**config.mk**
```make
export PLATFORM = sky130hd
export DESIGN_NAME = axi_sram_rd_slave
export DESIGN_NICKNAME = d
export VERILOG_FILES = /design/src/rtl/axi_sram_rd_slave.sv
export SDC_FILE = /design/constraint.sdc
export NUM_CORES = 1
export LEC_CHECK = 0
export ABC_AREA = 0
export BUFFER_PORTS_ARGS = -buffer_cell sky130_fd_sc_hd__buf_2
export CAP_MARGIN = 20
export CORE_ASPECT_RATIO = 2
export CORE_MARGIN = 4
export CORE_UTILIZATION = 40
export CTS_BUF_LIST = sky130_fd_sc_hd__clkbuf_4
export CTS_CLUSTER_DIAMETER = 50
export DETAILED_ROUTE_END_ITERATION = 16
export GPL_ROUTABILITY_DRIVEN = 0
export HOLD_SLACK_MARGIN = 0.03
export PLACE_DENSITY = 0.66
export RECOVER_POWER = 100
export SLEW_MARGIN = 20
export SYNTH_ARGS = -nofsm -noshare
export SYNTH_HDL_FRONTEND = slang
export SYNTH_SLANG_ARGS = --single-unit
```
**constraint.sdc**
```tcl
create_clock -name clk -period 3.6 [get_ports clk]
set_input_delay 0.72 -clock clk [delete_from_list [all_inputs] [get_ports clk]]
set_output_delay 0.72 -clock clk [all_outputs]
set_load 0.005 [all_outputs]
```
**src/rtl/axi_sram_rd_slave.sv**
```systemverilog
// ============================================================================
// Module   : axi_sram_rd_slave
// Brief    : AXI AR/R read responder in front of a single-port synchronous SRAM.
//            Optional build macro RD_ERR_RESP_EN enables DECERR/SLVERR responses.
// Revision : 1.0 - initial release
// ============================================================================
`default_nettype none

module axi_sram_rd_slave #(
    parameter int IDS_W  = 8,
    parameter int DATA_W = 32,
    parameter int ADDR_W = 32,
    parameter int LEN_W  = 4,
    parameter int DEPTH  = 16384,
    parameter int AW     = $clog2(DEPTH)
) (
    input  logic              clk,
    input  logic              rst,
    input  logic [IDS_W-1:0]  ARID,
    input  logic [ADDR_W-1:0] ARADDR,
    input  logic [LEN_W-1:0]  ARLEN,
    input  logic [2:0]        ARSIZE,
    input  logic [1:0]        ARBURST,
    input  logic              ARVALID,
    output logic              ARREADY,
    output logic [IDS_W-1:0]  RID,
    output logic [DATA_W-1:0] RDATA,
    output logic [1:0]        RRESP,
    output logic              RLAST,
    output logic              RVALID,
    input  logic              RREADY,
    output logic              sram_cs,
    output logic [AW-1:0]     sram_a,
    input  logic [DATA_W-1:0] sram_do
);

    localparam logic [1:0] c_IDLE  = 2'd0;
    localparam logic [1:0] c_READ  = 2'd1;
    localparam logic [1:0] c_RESP  = 2'd2;

    localparam logic [1:0] c_FIXED = 2'b00;
    localparam logic [1:0] c_WRAP  = 2'b10;

    logic [1:0]        state_q, state_d;
    logic              rdy_en_q;
    logic [IDS_W-1:0]  id_q;
    logic [ADDR_W-1:0] addr_q;
    logic [LEN_W-1:0]  cnt_q;
    logic [LEN_W-1:0]  len_q;
    logic [2:0]        size_q;
    logic [1:0]        burst_q;
    logic              cap_q;
    logic              rvalid_q;
    logic [DATA_W-1:0] rdata_q;
    logic [1:0]        rresp_q;

    logic              w_ar_hs;
    logic              w_r_hs;
    logic              w_last;
    logic              w_beat_ok;
    logic [1:0]        w_rresp;
    logic [DATA_W-1:0] w_rdata;
    logic [LEN_W-1:0]  w_len_p1;
    logic              w_wrap;
    logic [ADDR_W-1:0] w_step;
    logic [ADDR_W-1:0] w_bnd;
    logic [ADDR_W-1:0] w_mask;
    logic [ADDR_W-1:0] w_inc;
    logic [ADDR_W-1:0] w_addr_nxt;

    assign w_ar_hs = ARVALID & ARREADY;
    assign w_last  = (cnt_q == '0);
    assign w_r_hs  = rvalid_q & RREADY & ~cap_q;

    // Beat-level error classification
`ifdef RD_ERR_RESP_EN
    logic w_in_range;
    logic w_size_err;
    assign w_in_range = (addr_q[ADDR_W-1:AW+2] == '0);
    assign w_size_err = (size_q > 3'd2);
    assign w_beat_ok  = w_in_range & ~w_size_err;
    assign w_rresp    = w_size_err ? 2'b10 : (w_in_range ? 2'b00 : 2'b11);
    assign w_rdata    = w_beat_ok ? sram_do : '0;
`else
    assign w_beat_ok  = 1'b1;
    assign w_rresp    = 2'b00;
    assign w_rdata    = sram_do;
`endif

    // WRAP is honoured only for power-of-two lengths of 2 or more beats
    assign w_len_p1 = len_q + {{(LEN_W-1){1'b0}}, 1'b1};
    assign w_wrap   = (burst_q == c_WRAP) && (len_q != '0) && ((len_q & w_len_p1) == '0);
    assign w_step   = {{(ADDR_W-1){1'b0}}, 1'b1} << size_q;
    assign w_bnd    = ({{(ADDR_W-LEN_W){1'b0}}, len_q} + {{(ADDR_W-1){1'b0}}, 1'b1}) << size_q;
    assign w_mask   = w_bnd - {{(ADDR_W-1){1'b0}}, 1'b1};
    assign w_inc    = addr_q + w_step;

    always_comb begin
        w_addr_nxt = w_inc;
        if (burst_q == c_FIXED) begin
            w_addr_nxt = addr_q;
        end else if (w_wrap) begin
            w_addr_nxt = (addr_q & ~w_mask) | (w_inc & w_mask);
        end
    end

    always_ff @(posedge clk) begin
        if (rst) begin
            state_q <= c_IDLE;
        end else begin
            state_q <= state_d;
        end
    end

    always_comb begin
        state_d = state_q;
        case (state_q)
            c_IDLE: if (w_ar_hs) state_d = c_READ;
            c_READ: state_d = c_RESP;
            c_RESP: if (w_r_hs) state_d = w_last ? c_IDLE : c_READ;
            default: state_d = c_IDLE;
        endcase
    end

    always_comb begin
        ARREADY = (state_q == c_IDLE) & rdy_en_q;
        sram_cs = (state_q == c_READ) & w_beat_ok;
    end

    // cap_q marks the cycle where SRAM data is valid but not yet presented
    always_ff @(posedge clk) begin
        if (rst) begin
            rdy_en_q <= 1'b0;
            id_q     <= '0;
            addr_q   <= '0;
            cnt_q    <= '0;
            len_q    <= '0;
            size_q   <= '0;
            burst_q  <= '0;
            cap_q    <= 1'b0;
            rvalid_q <= 1'b0;
            rdata_q  <= '0;
            rresp_q  <= '0;
        end else begin
            rdy_en_q <= 1'b1;
            case (state_q)
                c_IDLE: begin
                    if (w_ar_hs) begin
                        id_q    <= ARID;
                        addr_q  <= ARADDR;
                        cnt_q   <= ARLEN;
                        len_q   <= ARLEN;
                        size_q  <= ARSIZE;
                        burst_q <= ARBURST;
                    end
                end
                c_READ: begin
                    cap_q <= 1'b1;
                end
                c_RESP: begin
                    if (cap_q) begin
                        cap_q    <= 1'b0;
                        rvalid_q <= 1'b1;
                        rdata_q  <= w_rdata;
                        rresp_q  <= w_rresp;
                    end else if (w_r_hs) begin
                        rvalid_q <= 1'b0;
                        if (!w_last) begin
                            cnt_q  <= cnt_q - {{(LEN_W-1){1'b0}}, 1'b1};
                            addr_q <= w_addr_nxt;
                        end
                    end
                end
                default: begin
                    cap_q <= 1'b0;
                end
            endcase
        end
    end

    assign sram_a = addr_q[AW+1:2];
    assign RID    = id_q;
    assign RDATA  = rdata_q;
    assign RRESP  = rresp_q;
    assign RVALID = rvalid_q;
    assign RLAST  = rvalid_q & w_last;

endmodule

`default_nettype wire
```
Word level (Yosys, flattened, before mapping)
Cells that the tools add are included.
W data, S select, Z words.
{"block": "word_totals", "output_inout_bits": 60, "inputBits": 85, "regBits": 90, "word_cells": 72, "romBits": 0, "memories": 0, "ram_bits": 0, "latchBits": 0}
{"block": "classes", "addsub": 5, "mul": 0, "n_mux": 20, "order_cmp": 0, "bitwise": 11, "n_reduce_logical": 15, "eq_ne": 8, "div_mod_pow": 0, "shifts": 2}
{"cell": "$mux W32", "n": 6}
{"cell": "$and A32 B32 Y32", "n": 2}
{"cell": "$pmux W32 S2", "n": 1}
{"cell": "$add A32 B32 Y32", "n": 1}
{"cell": "$not A32 Y32", "n": 1}
{"cell": "$or A32 B32 Y32", "n": 1}
{"cell": "$shl A1 B3 Y32 const A", "n": 1}
{"cell": "$shl A5 B3 Y32", "n": 1}
{"cell": "$sub A32 B1 Y32 const B", "n": 1}
{"cell": "$mux W4", "n": 4}
{"cell": "$ne A2 B2 Y1 const B", "n": 5}
{"cell": "$logic_not A4 Y1", "n": 2}
{"cell": "$pmux W4 S2", "n": 1}
{"cell": "$reduce_and A2 Y1", "n": 4}
{"cell": "$pmux W2 S3", "n": 1}
{"cell": "$reduce_and A6 Y1", "n": 1}
{"cell": "$add A4 B1 Y5 const B", "n": 1}
{"cell": "$and A1 B1 Y1", "n": 5}
{"cell": "$reduce_and A5 Y1", "n": 1}
{"cell": "$add A4 B1 Y4 const B", "n": 1}
{"cell": "$and A4 B4 Y4", "n": 1}
{"cell": "$eq A2 B2 Y1 const B", "n": 2}
{"cell": "$logic_not A2 Y1", "n": 2}
{"cell": "$mux W1", "n": 4}
{"cell": "other kinds (8)", "n": 11}

Depth between registers and ports, before layout
Gate-level depths: netlist of the first run.
{"block": "logic_depth", "word_depth": 12, "depth_mapped": 13, "depth_no_buf": 11}

Least setup slack after synthesis of the first run
Ideal clock, no wire load.
{"block": "synth_timing", "path_type": "flip-flop to flip-flop", "startpoint": "register size_q[2]", "endpoint": "register (tool-made name)", "path_buffers": 2, "setup_slack_ps": 460, "setup_time_ps": 92, "path_stages_with_launch": 12, "t_arrival_ps": 3048, "required_ps": 3508, "path_cell_list": "dfxtp_1 buf_1 clkbuf_1 nor2_1 and2_1 ha_1 a211oi_1 o21ai_0 a21boi_0 or4b_2 o41a_1 o32ai_1"}
{"element": "start, declared", "line": "50", "text": "logic [2:0] size_q;"}
{"element": "start signal, assigned", "line": "138", "text": "size_q <= '0;"}
{"element": "start signal, assigned", "line": "153", "text": "size_q <= ARSIZE;"}

==> impl_metrics.json, run 1 <==
{
  "dp.cells": 817,
  "netlist_top_cells_count": "nand2_1 (124), a21oi_1 (78), dfxtp_1 (74), nor2_1 (38), clkbuf_1 (30)",
  "hold_viol": 0,
  "antenna_found_initial": 2,
  "cts_max_level": 3,
  "regToRegSetupSlack_ns": 0.28,
  "use_met1": 0.220,
  "wire_per_inst_um": 16.1,
  "critPathLaunchType": "flop",
  "cts_setup_buffers": 0,
  "ys_seq_area_frac": 0.337,
  "crit_type": "flop to flop",
  "cts.repair.resized": 0,
  "fp.coreArea_sq_um": 10600,
  "avgSynthCellArea_sq_um": 7.46,
  "ios": 145,
  "pwr-share-clk": 0.319,
  "met3_usage": 0.0472,
  "yosysUniqueCellTypes": 69,
  "yosys.cell_count.top_type": "nand2_1",
  "ys_ff_latch": 74,
  "initial_core_util": 0.414,
  "synth_top_family_by_area": "simple AND/OR/NAND/NOR gates",
  "cts_sinks": 74,
  "numCtsBuffers": 9,
  "final_max_slew_viol_count": 0,
  "drv_cap": 0,
  "synthCells": 589,
  "rsz0062_at_grt": "false",
  "yosysTopAreaCellShare": 0.337,
  "p_leak_nw": 1.96,
  "synth_xor_area_frac": 0.0239,
  "total_power_w": 0.00174,
  "slowest_stage": "dfxtp_1",
  "synth.largest_area_cell": "dfxtp_1",
  "swShare": 0.313,
  "syn2layout_area_growth_pct": 17.0,
  "grt-ovfl-total": 0,
  "clock.fmax_mhz": 301,
  "place_ws_ns": 0.393,
  "die_w_um": 82.1,
  "synth_compound_area_frac": 0.254,
  "tightest_slew_ns": 1.30,
  "grt_most_used_layer": "met2",
  "worst_path_most_repeated_cell": "ha_1",
  "yosys_most_used_dff": "dfxtp_1",
  "synth-adder-area-share": 0.0472,
  "slew_headroom": 0.134,
  "firstDrtPassIters": 5,
  "grt_max_degree": 44,
  "multi_input_area_sq_um": 2600,
  "rows": 53,
  "grt_pass1_wl_um": 21500,
  "synth-edff-count": 0,
  "ant_nets": 0,
  "clk_pin_slew_ns": 0.15,
  "dieArea_sq_um": 12800,
  "ctsRootBufferMaster": "clkbuf_4",
  "hold_depth": 2,
  "nFillCells": 1125,
  "cts_tree": "done",
  "fin_setup_tns_ns": 0,
  "status": "completed",
  "sequentialPowerShare": 0.507,
  "fin_skew_ns": 0.0176,
  "crit_path_end_kind": "flop",
  "crit_path_max_incr_delay_ns": 0.55,
  "hpwl_um": 10200,
  "io_buffers": 126,
  "fin_nets": 793,
  "worstPathCellList": "ha_1 > inv_1 > ha_1 > nor3b_1 > o21ai_0 > a21boi_0 > and2_0 > nand4_1 > a2111oi_0 > nor4bb_1",
  "drive_gt1_frac": 0.171,
  "synthMuxAreaShare": 0.00968,
  "async_flop_share": 0,
  "arrival_ns": 3.65,
  "synth.area.top_cells": "dfxtp_1 (34%), nand2_1 (11%), a21oi_1 (8.9%)",
  "hold_path_class": "flop to flop",
  "drt-total-wl_um": 13400,
  "clock_latency_ns": 0.45,
  "syn_area_sq_um": 4400,
  "cts_hold_buf": 0,
  "power.switching_w": 0.000544,
  "yosys.area_share.simple": 0.254,
  "regArea_sq_um": 1480,
  "yosys_warnings": 0,
  "reg2reg_depth": 10,
  "final_cells": 836,
  "finalCriticalPeriod_ns": 3.32,
  "peakVddDrop_mv": 0.259,
  "cts_buffer_depth": 2,
  "drc": 0,
  "p_int_w": 0.00119,
  "grt_pass1_vias": 4476,
  "drt-initial-drc-count": 300,
  "worstPathMaxFanout": 12,
  "die_y_um": 156,
  "share_comb_of_total_power": 0.174,
  "viasPerCell": 5.53,
  "groute.usage.overall": 0.216,
  "fin_crit_sh": 0.922,
  "required_ns": 3.93,
  "via_count": 4627,
  "p_per_area_nw_per_um2": 338,
  "setup_viol": 0,
  "use_met2": 0.395,
  "layout_setup_ws_ns": 0.282
}
-- critical path, delay by kind of cell, from the launching register on --
| kind | cells | cell delay (ns) |
|---|---|---|
| compound gates | 3 | 1.02 |
| fa+ha+maj | 2 | 0.72 |
| buf+inv | 1 | 0.06 |
| flops | 1 | 0.55 |
| simple gates | 4 | 0.86 |
-- layer usage --
| layer | up-vias | share of wire |
|---|---|---|
| met3 | 44 | 0.054 |
| met2 | 159 | 0.55 |
| met5 | - | 0 |
| met4 | 0 | 0.042 |
| li1 | 2288 | - |
| met1 | 2136 | 0.35 |
-- power by group through the flow --
stage                     Sequential, W  Combinational (W)  Clock (W)
after floorplan                0.000885           0.000216          0
after global placement         0.000897           0.000300          0
after detailed placement       0.000898           0.000307          0
after CTS                      0.000880           0.000308   0.000568
after global routing           0.000886           0.000338   0.000607
final                          0.000881           0.000302   0.000555
-- worst paths after layout --
path | startpoint | to
worst max-delay path | len_q[0]$_SDFFE_PP0P_ | flop
worst min register to register | RDATA[9]$_SDFFE_PP0P_ | RDATA[9]$_SDFFE_PP0P_
worst min-delay path | RDATA[9]$_SDFFE_PP0P_ | RDATA[9]$_SDFFE_PP0P_
worst max register to register | len_q[0]$_SDFFE_PP0P_ | flop
-- metrics by stage --
step	hold WS (ns)	util	cell area, sq um
2_1_floorplan	0.450	-	4400
3_3_place_gp	0.440	0.477	5060
3_5_place_dp	0.445	0.477	5060
4_1_cts	0.463	0.491	5210
5_1_grt	0.462	0.485	5150
6_report	0.463	0.485	5150
-- cells in the final DEF, fill, tap and decap left out, drive strengths merged, types with 5 or more instances in the layout --
cell and count:
inv 14, a21oi 78, nand2b 8, nand2 124, nand4 6, xor2 5
xnor2 7, nand3 13, a211oi 6, ha 15, nor3 13, a21o 7
o211ai 6, nor3b 6, clkbuf 61, dfxtp 74, buf 93, nor2 38
o21ai 17, a31oi 7, a2bb2oi 5, a311oi 8, and2 8, and3 5
-- area by class of cell --
type	instances	share of cell area
inverters	13	0.00948
repair buffers	145	0.136
diodes	2	0.000973
clock buffers	9	0.0131
multi-input cells	449	0.505
clock inverters	7	0.0148
flip-flops and latches	74	0.288
well taps	137	0.0333
-- logic make-up after synthesis --
group,count (synthesis)
AO/OA/AOI/OAI,173
adder cells (fa/ha/maj),16
XOR/XNOR,12
flip-flops,74
other,1
multiplexers,3
buffers and inverters,67
AND/OR/NAND/NOR,243
(Power assumes the default switching activity.)
==> run 2: changes to the inputs <==
- CORE_UTILIZATION: 40 -> 42
- PLACE_DENSITY: 0.66 -> 0.68
- TNS_END_PERCENT: default -> 1
==> impl_metrics.json, run 2 (same netlist as run 1, synthesis figures left out) <==
{
  "fin_nets": 789,
  "slowest_stage": "or4_1",
  "drv_cap": 0,
  "layout_setup_ws_ns": 0.363,
  "die_w_um": 80.3,
  "reg2reg_depth": 9,
  "tightest_slew_ns": 0.990,
  "grt_pass1_wl_um": 22100,
  "drive_gt1_frac": 0.192,
  "numCtsBuffers": 9,
  "fin_skew_ns": 0.0177,
  "p_per_area_nw_per_um2": 358,
  "arrival_ns": 3.54,
  "peakVddDrop_mv": 0.323,
  "firstDrtPassIters": 4,
  "io_buffers": 126,
  "crit_type": "flop to flop",
  "worstPathCellList": "ha_1 > inv_1 > ha_1 > or2_2 > or4_1 > nor2_1 > o21ai_0 > a21oi_1 > a311oi_1",
  "holdPathEnd": "RDATA[17]$_SDFFE_PP0P_",
  "cts_buffer_depth": 2,
  "place_ws_ns": 0.390,
  "cts_hold_buf": 0,
  "clk_pin_slew_ns": 0.13,
  "worstPathMaxFanout": 12,
  "crit_path_end_kind": "flop",
  "rsz0062_at_grt": "false",
  "antenna_found_initial": 2,
  "fin_crit_sh": 0.899,
  "critPathLaunchType": "flop",
  "die_y_um": 153,
  "initial_core_util": 0.433,
  "cts_tree": "done",
  "crit_path_max_incr_delay_ns": 0.69,
  "grt_max_degree": 41,
  "grt_pass1_vias": 4740,
  "groute.usage.overall": 0.223,
  "hpwl_um": 10200,
  "rows": 52,
  "r2r_start": "len_q[0]$_SDFFE_PP0P_",
  "ant_nets": 0,
  "hold_path_class": "flop to flop",
  "drt-initial-drc-count": 285,
  "dieArea_sq_um": 12300,
  "ios": 145,
  "final_max_slew_viol_count": 0,
  "cts_setup_buffers": 0,
  "via_count": 4635,
  "ctsRootBufferMaster": "clkbuf_4",
  "required_ns": 3.90,
  "fin_hold_ws_ns": 0.460,
  "cts_sinks": 74,
  "regToRegSetupSlack_ns": 0.36,
  "cts.repair.resized": 0,
  "clock.fmax_mhz": 309,
  "setup_viol": 0,
  "layout_commonest_cell": "nand2_1",
  "viasPerCell": 5.59,
  "p_leak_nw": 2.03,
  "fp.coreArea_sq_um": 10100,
  "grt-ovfl-total": 0,
  "syn2layout_area_growth_pct": 17.9,
  "utilization": 0.511,
  "clock_latency_ns": 0.43,
  "cts_max_level": 3,
  "fin_setup_tns_ns": 0,
  "hold_viol": 0,
  "slew_headroom": 0.340,
  "status": "completed",
  "hold_depth": 2,
  "nFillCells": 1090,
  "drt-total-wl_um": 13100,
  "worst_path_most_repeated_cell": "ha_1",
  "wire_per_inst_um": 15.8,
  "finalCriticalPeriod_ns": 3.24,
  "final_cell_mix": "nand2_1 (124), buf_2 (94), a21oi_1 (78)",
  "drc": 0,
  "hp-start": "RDATA[17]$_SDFFE_PP0P_"
}
==> run 2: changes by cell type in the layout (fill, tap and decap cells not counted), moves of 2 or more <==
| cell | change |
|---|---|
| buf_2 | +16 |
| bufinv_16 | +2 |
| clkbuf_1 | -18 |
| buf_4 | -3 |
==> run 2: area by class of cell <==
class                           instances  area (sq um)  share of cell area
Antenna cell                            2          5.00            0.000966
Clock buffer                            9          67.6              0.0130
Clock inverter                          6           115              0.0222
Inverter                               13          48.8             0.00942
Multi-Input combinational cell        449          2600               0.502
Sequential cell                        74          1480               0.286
Tap cell                              135           169              0.0326
Timing Repair Buffer                  141           692               0.134
==> run 2: worst max-delay path by stage <==
stage                            from   end  slack [ns]  cells after the start
2_1_floorplan  size_q[2]$_SDFFE_PP0P_  flop        0.46                     11
3_5_place_dp    len_q[0]$_SDFFE_PP0P_  flop        0.39                     10
4_1_cts         len_q[0]$_SDFFE_PP0P_  flop        0.35                     10
5_1_grt         len_q[0]$_SDFFE_PP0P_  flop        0.01                     11
3_3_place_gp    len_q[0]$_SDFFE_PP0P_  flop        0.45                      9
6_report        len_q[0]$_SDFFE_PP0P_  flop        0.36                      9
==> run 2: report_power, final <==
group,switching (W),total (W),internal (W)
Combinational,0.000172,0.000303,0.000131
Clock,0.000320,0.000672,0.000351
Sequential,0.0000342,0.000882,0.000847
==> run 2: worst max-delay path: cells and delay by family, from the launching register on <==
| family | cells | cell delay [ns] |
|---|---|---|
| AND/OR/NAND/NOR | 3 | 1.48 |
| AO/OA/AOI/OAI | 3 | 0.59 |
| flip-flops | 1 | 0.54 |
| adder cells (fa/ha/maj) | 2 | 0.45 |
| buffers and inverters | 1 | 0.06 |
==> run 2: through the flow <==
stage / power [W] / cell area [sq um] / instances
2_1_floorplan: 0.00110 / 4400 / 590
3_3_place_gp: 0.00119 / 5030 / 811
3_5_place_dp: 0.00121 / 5030 / 811
4_1_cts: 0.00188 / 5210 / 826
5_1_grt: 0.00195 / 5180 / 829
6_report: 0.00186 / 5180 / 829
==> run 2: routing by layer <==
| metal | part of all wire | global-route usage | vias to the layer above |
|---|---|---|---|
| met1 | 0.34 | 0.224 | 2147 |
| met3 | 0.056 | 0.0456 | 49 |
| met4 | 0.055 | 0.137 | 0 |
| met2 | 0.55 | 0.405 | 170 |
| li1 | - | - | 2269 |
| met5 | 0 | 0 | - |
==> run 3: changes to the inputs <==
- CORE_UTILIZATION: 42 -> 25
- PLACE_DENSITY: 0.68 -> default
- REMOVE_ABC_BUFFERS: default -> 1
==> impl_metrics.json, run 3 (same netlist as run 1, synthesis figures left out) <==
{
  "layout_commonest_cell": "nand2_1",
  "hold_viol": 0,
  "regToRegSetupSlack_ns": 0.28,
  "die_y_um": 196,
  "via_count": 4584,
  "drv_cap": 0,
  "cts_max_level": 3,
  "place_ws_ns": 0.328,
  "grt_max_degree": 62,
  "hpwl_um": 10900,
  "viasPerCell": 5.04,
  "fp.coreArea_sq_um": 17300,
  "status": "completed",
  "finalCriticalPeriod_ns": 3.32,
  "layout_setup_ws_ns": 0.279,
  "setup_viol": 0,
  "total_power_w": 0.00188,
  "fin_setup_tns_ns": 0,
  "initial_core_util": 0.255,
  "grt_pass1_wl_um": 23100,
  "drt-total-wl_um": 14400,
  "peakVddDrop_mv": 0.204,
  "fin_crit_sh": 0.922,
  "drive_gt1_frac": 0.185,
  "placed_cell_area_sq_um": 5180,
  "dieArea_sq_um": 19900,
  "drt-initial-drc-count": 229,
  "met3_usage": 0.0332,
  "use_met1": 0.135,
  "crit_type": "flop to flop",
  "final_cell_mix": "nand2_1 (124), buf_2 (86), a21oi_1 (78)",
  "ios": 145,
  "grt_pass1_vias": 4575,
  "grt-ovfl-total": 0,
  "fin_nets": 795,
  "use_met2": 0.292,
  "rsz0062_at_grt": "false",
  "firstDrtPassIters": 4,
  "crit_path_end_kind": "flop",
  "ctsRootBufferMaster": "clkbuf_4",
  "fin_hold_ws_ns": 0.460,
  "wire_per_inst_um": 15.8,
  "io_buffers": 126,
  "fin_area_sq_um": 5300,
  "numCtsBuffers": 9,
  "tightest_slew_ns": 1.36,
  "ant_nets": 0,
  "cts_buffer_depth": 2,
  "cts_hold_buf": 0,
  "rows": 68,
  "groute.usage.overall": 0.149,
  "syn2layout_area_growth_pct": 20.5,
  "die_w_um": 102,
  "cts_sinks": 74,
  "slew_headroom": 0.0938,
  "clk_pin_slew_ns": 0.13,
  "grt_most_used_layer": "met2",
  "critPathLaunchType": "flop",
  "p_leak_nw": 2.04,
  "final_max_slew_viol_count": 0,
  "cts_tree": "done",
  "required_ns": 3.95,
  "arrival_ns": 3.67,
  "p_per_area_nw_per_um2": 355,
  "worstPathMaxFanout": 10,
  "clock_latency_ns": 0.45,
  "hold_path_class": "flop to flop",
  "antenna_found_initial": 2,
  "fin_skew_ns": 0.0162,
  "clock.fmax_mhz": 301,
  "drc": 0
}
run 3: cell count changes in the layout (fill, tap and decap cells not counted), moves of 2 or more:
cell      change
clkbuf_2      +2
and2_0        +2
buf_4         +4
clkbuf_1      +7
buf_2         -8
run 3: metrics by stage:
step                       util  std cells
after CTS                 0.310        909
after detailed placement  0.300        893
final                     0.307        910
after global routing      0.307        910
after global placement    0.300        893
after floorplan               -        536
run 3: power breakdown:
| group | internal, W | switching [W] | leakage (nW) |
|---|---|---|---|
| Combinational | 0.000133 | 0.000178 | 1.34 |
| Clock | 0.000352 | 0.000336 | 0.0979 |
| Sequential | 0.000848 | 0.0000331 | 0.602 |
run 3: what timing repair did:
item / 4_1_cts / 5_1_grt
resized for setup: 0 / 2
setup buffers: 0 / 0
hold endpoints to repair: 0 / 0
endpoints found under the setup margin: 0 / 1
run 3: worst paths after layout:
| check | from | to | cells past startpoint |
|---|---|---|---|
| max | size_q[1]$_SDFFE_PP0P_ | flop | 9 |
| min | RID[7]$_SDFFE_PP0P_ | RID[7]$_SDFFE_PP0P_ | 2 |
| max reg2reg | size_q[1]$_SDFFE_PP0P_ | flop | 9 |
| min reg2reg | RID[7]$_SDFFE_PP0P_ | RID[7]$_SDFFE_PP0P_ | 2 |
run 3: metal layers:
layer / vias up / routed length (um)
met1: 2139 / 4700
met4: 2 / 560
met5: - / 7
met3: 33 / 643
li1: 2287 / -
met2: 123 / 8480
run 3: layout make-up:
class | count | area [sq um]
fillers | 1944 | 12000
multi-input cells | 449 | 2600
flip-flops and latches | 74 | 1480
repair buffers | 147 | 722
well taps | 210 | 263
clock inverters | 7 | 116
clock buffers | 9 | 67.6
inverters | 13 | 48.8
diodes | 1 | 2.50
run 3: worst max-delay path: stages (launching register included):
cell,delay (ns)
dfxtp_1,0.60
nor2_1,0.16
and2_0,0.23
ha_1,0.31
a211oi_1,0.09
o21ai_0,0.36
a21boi_0,0.23
or4b_2,0.74
o41a_1,0.39
o32ai_1,0.12
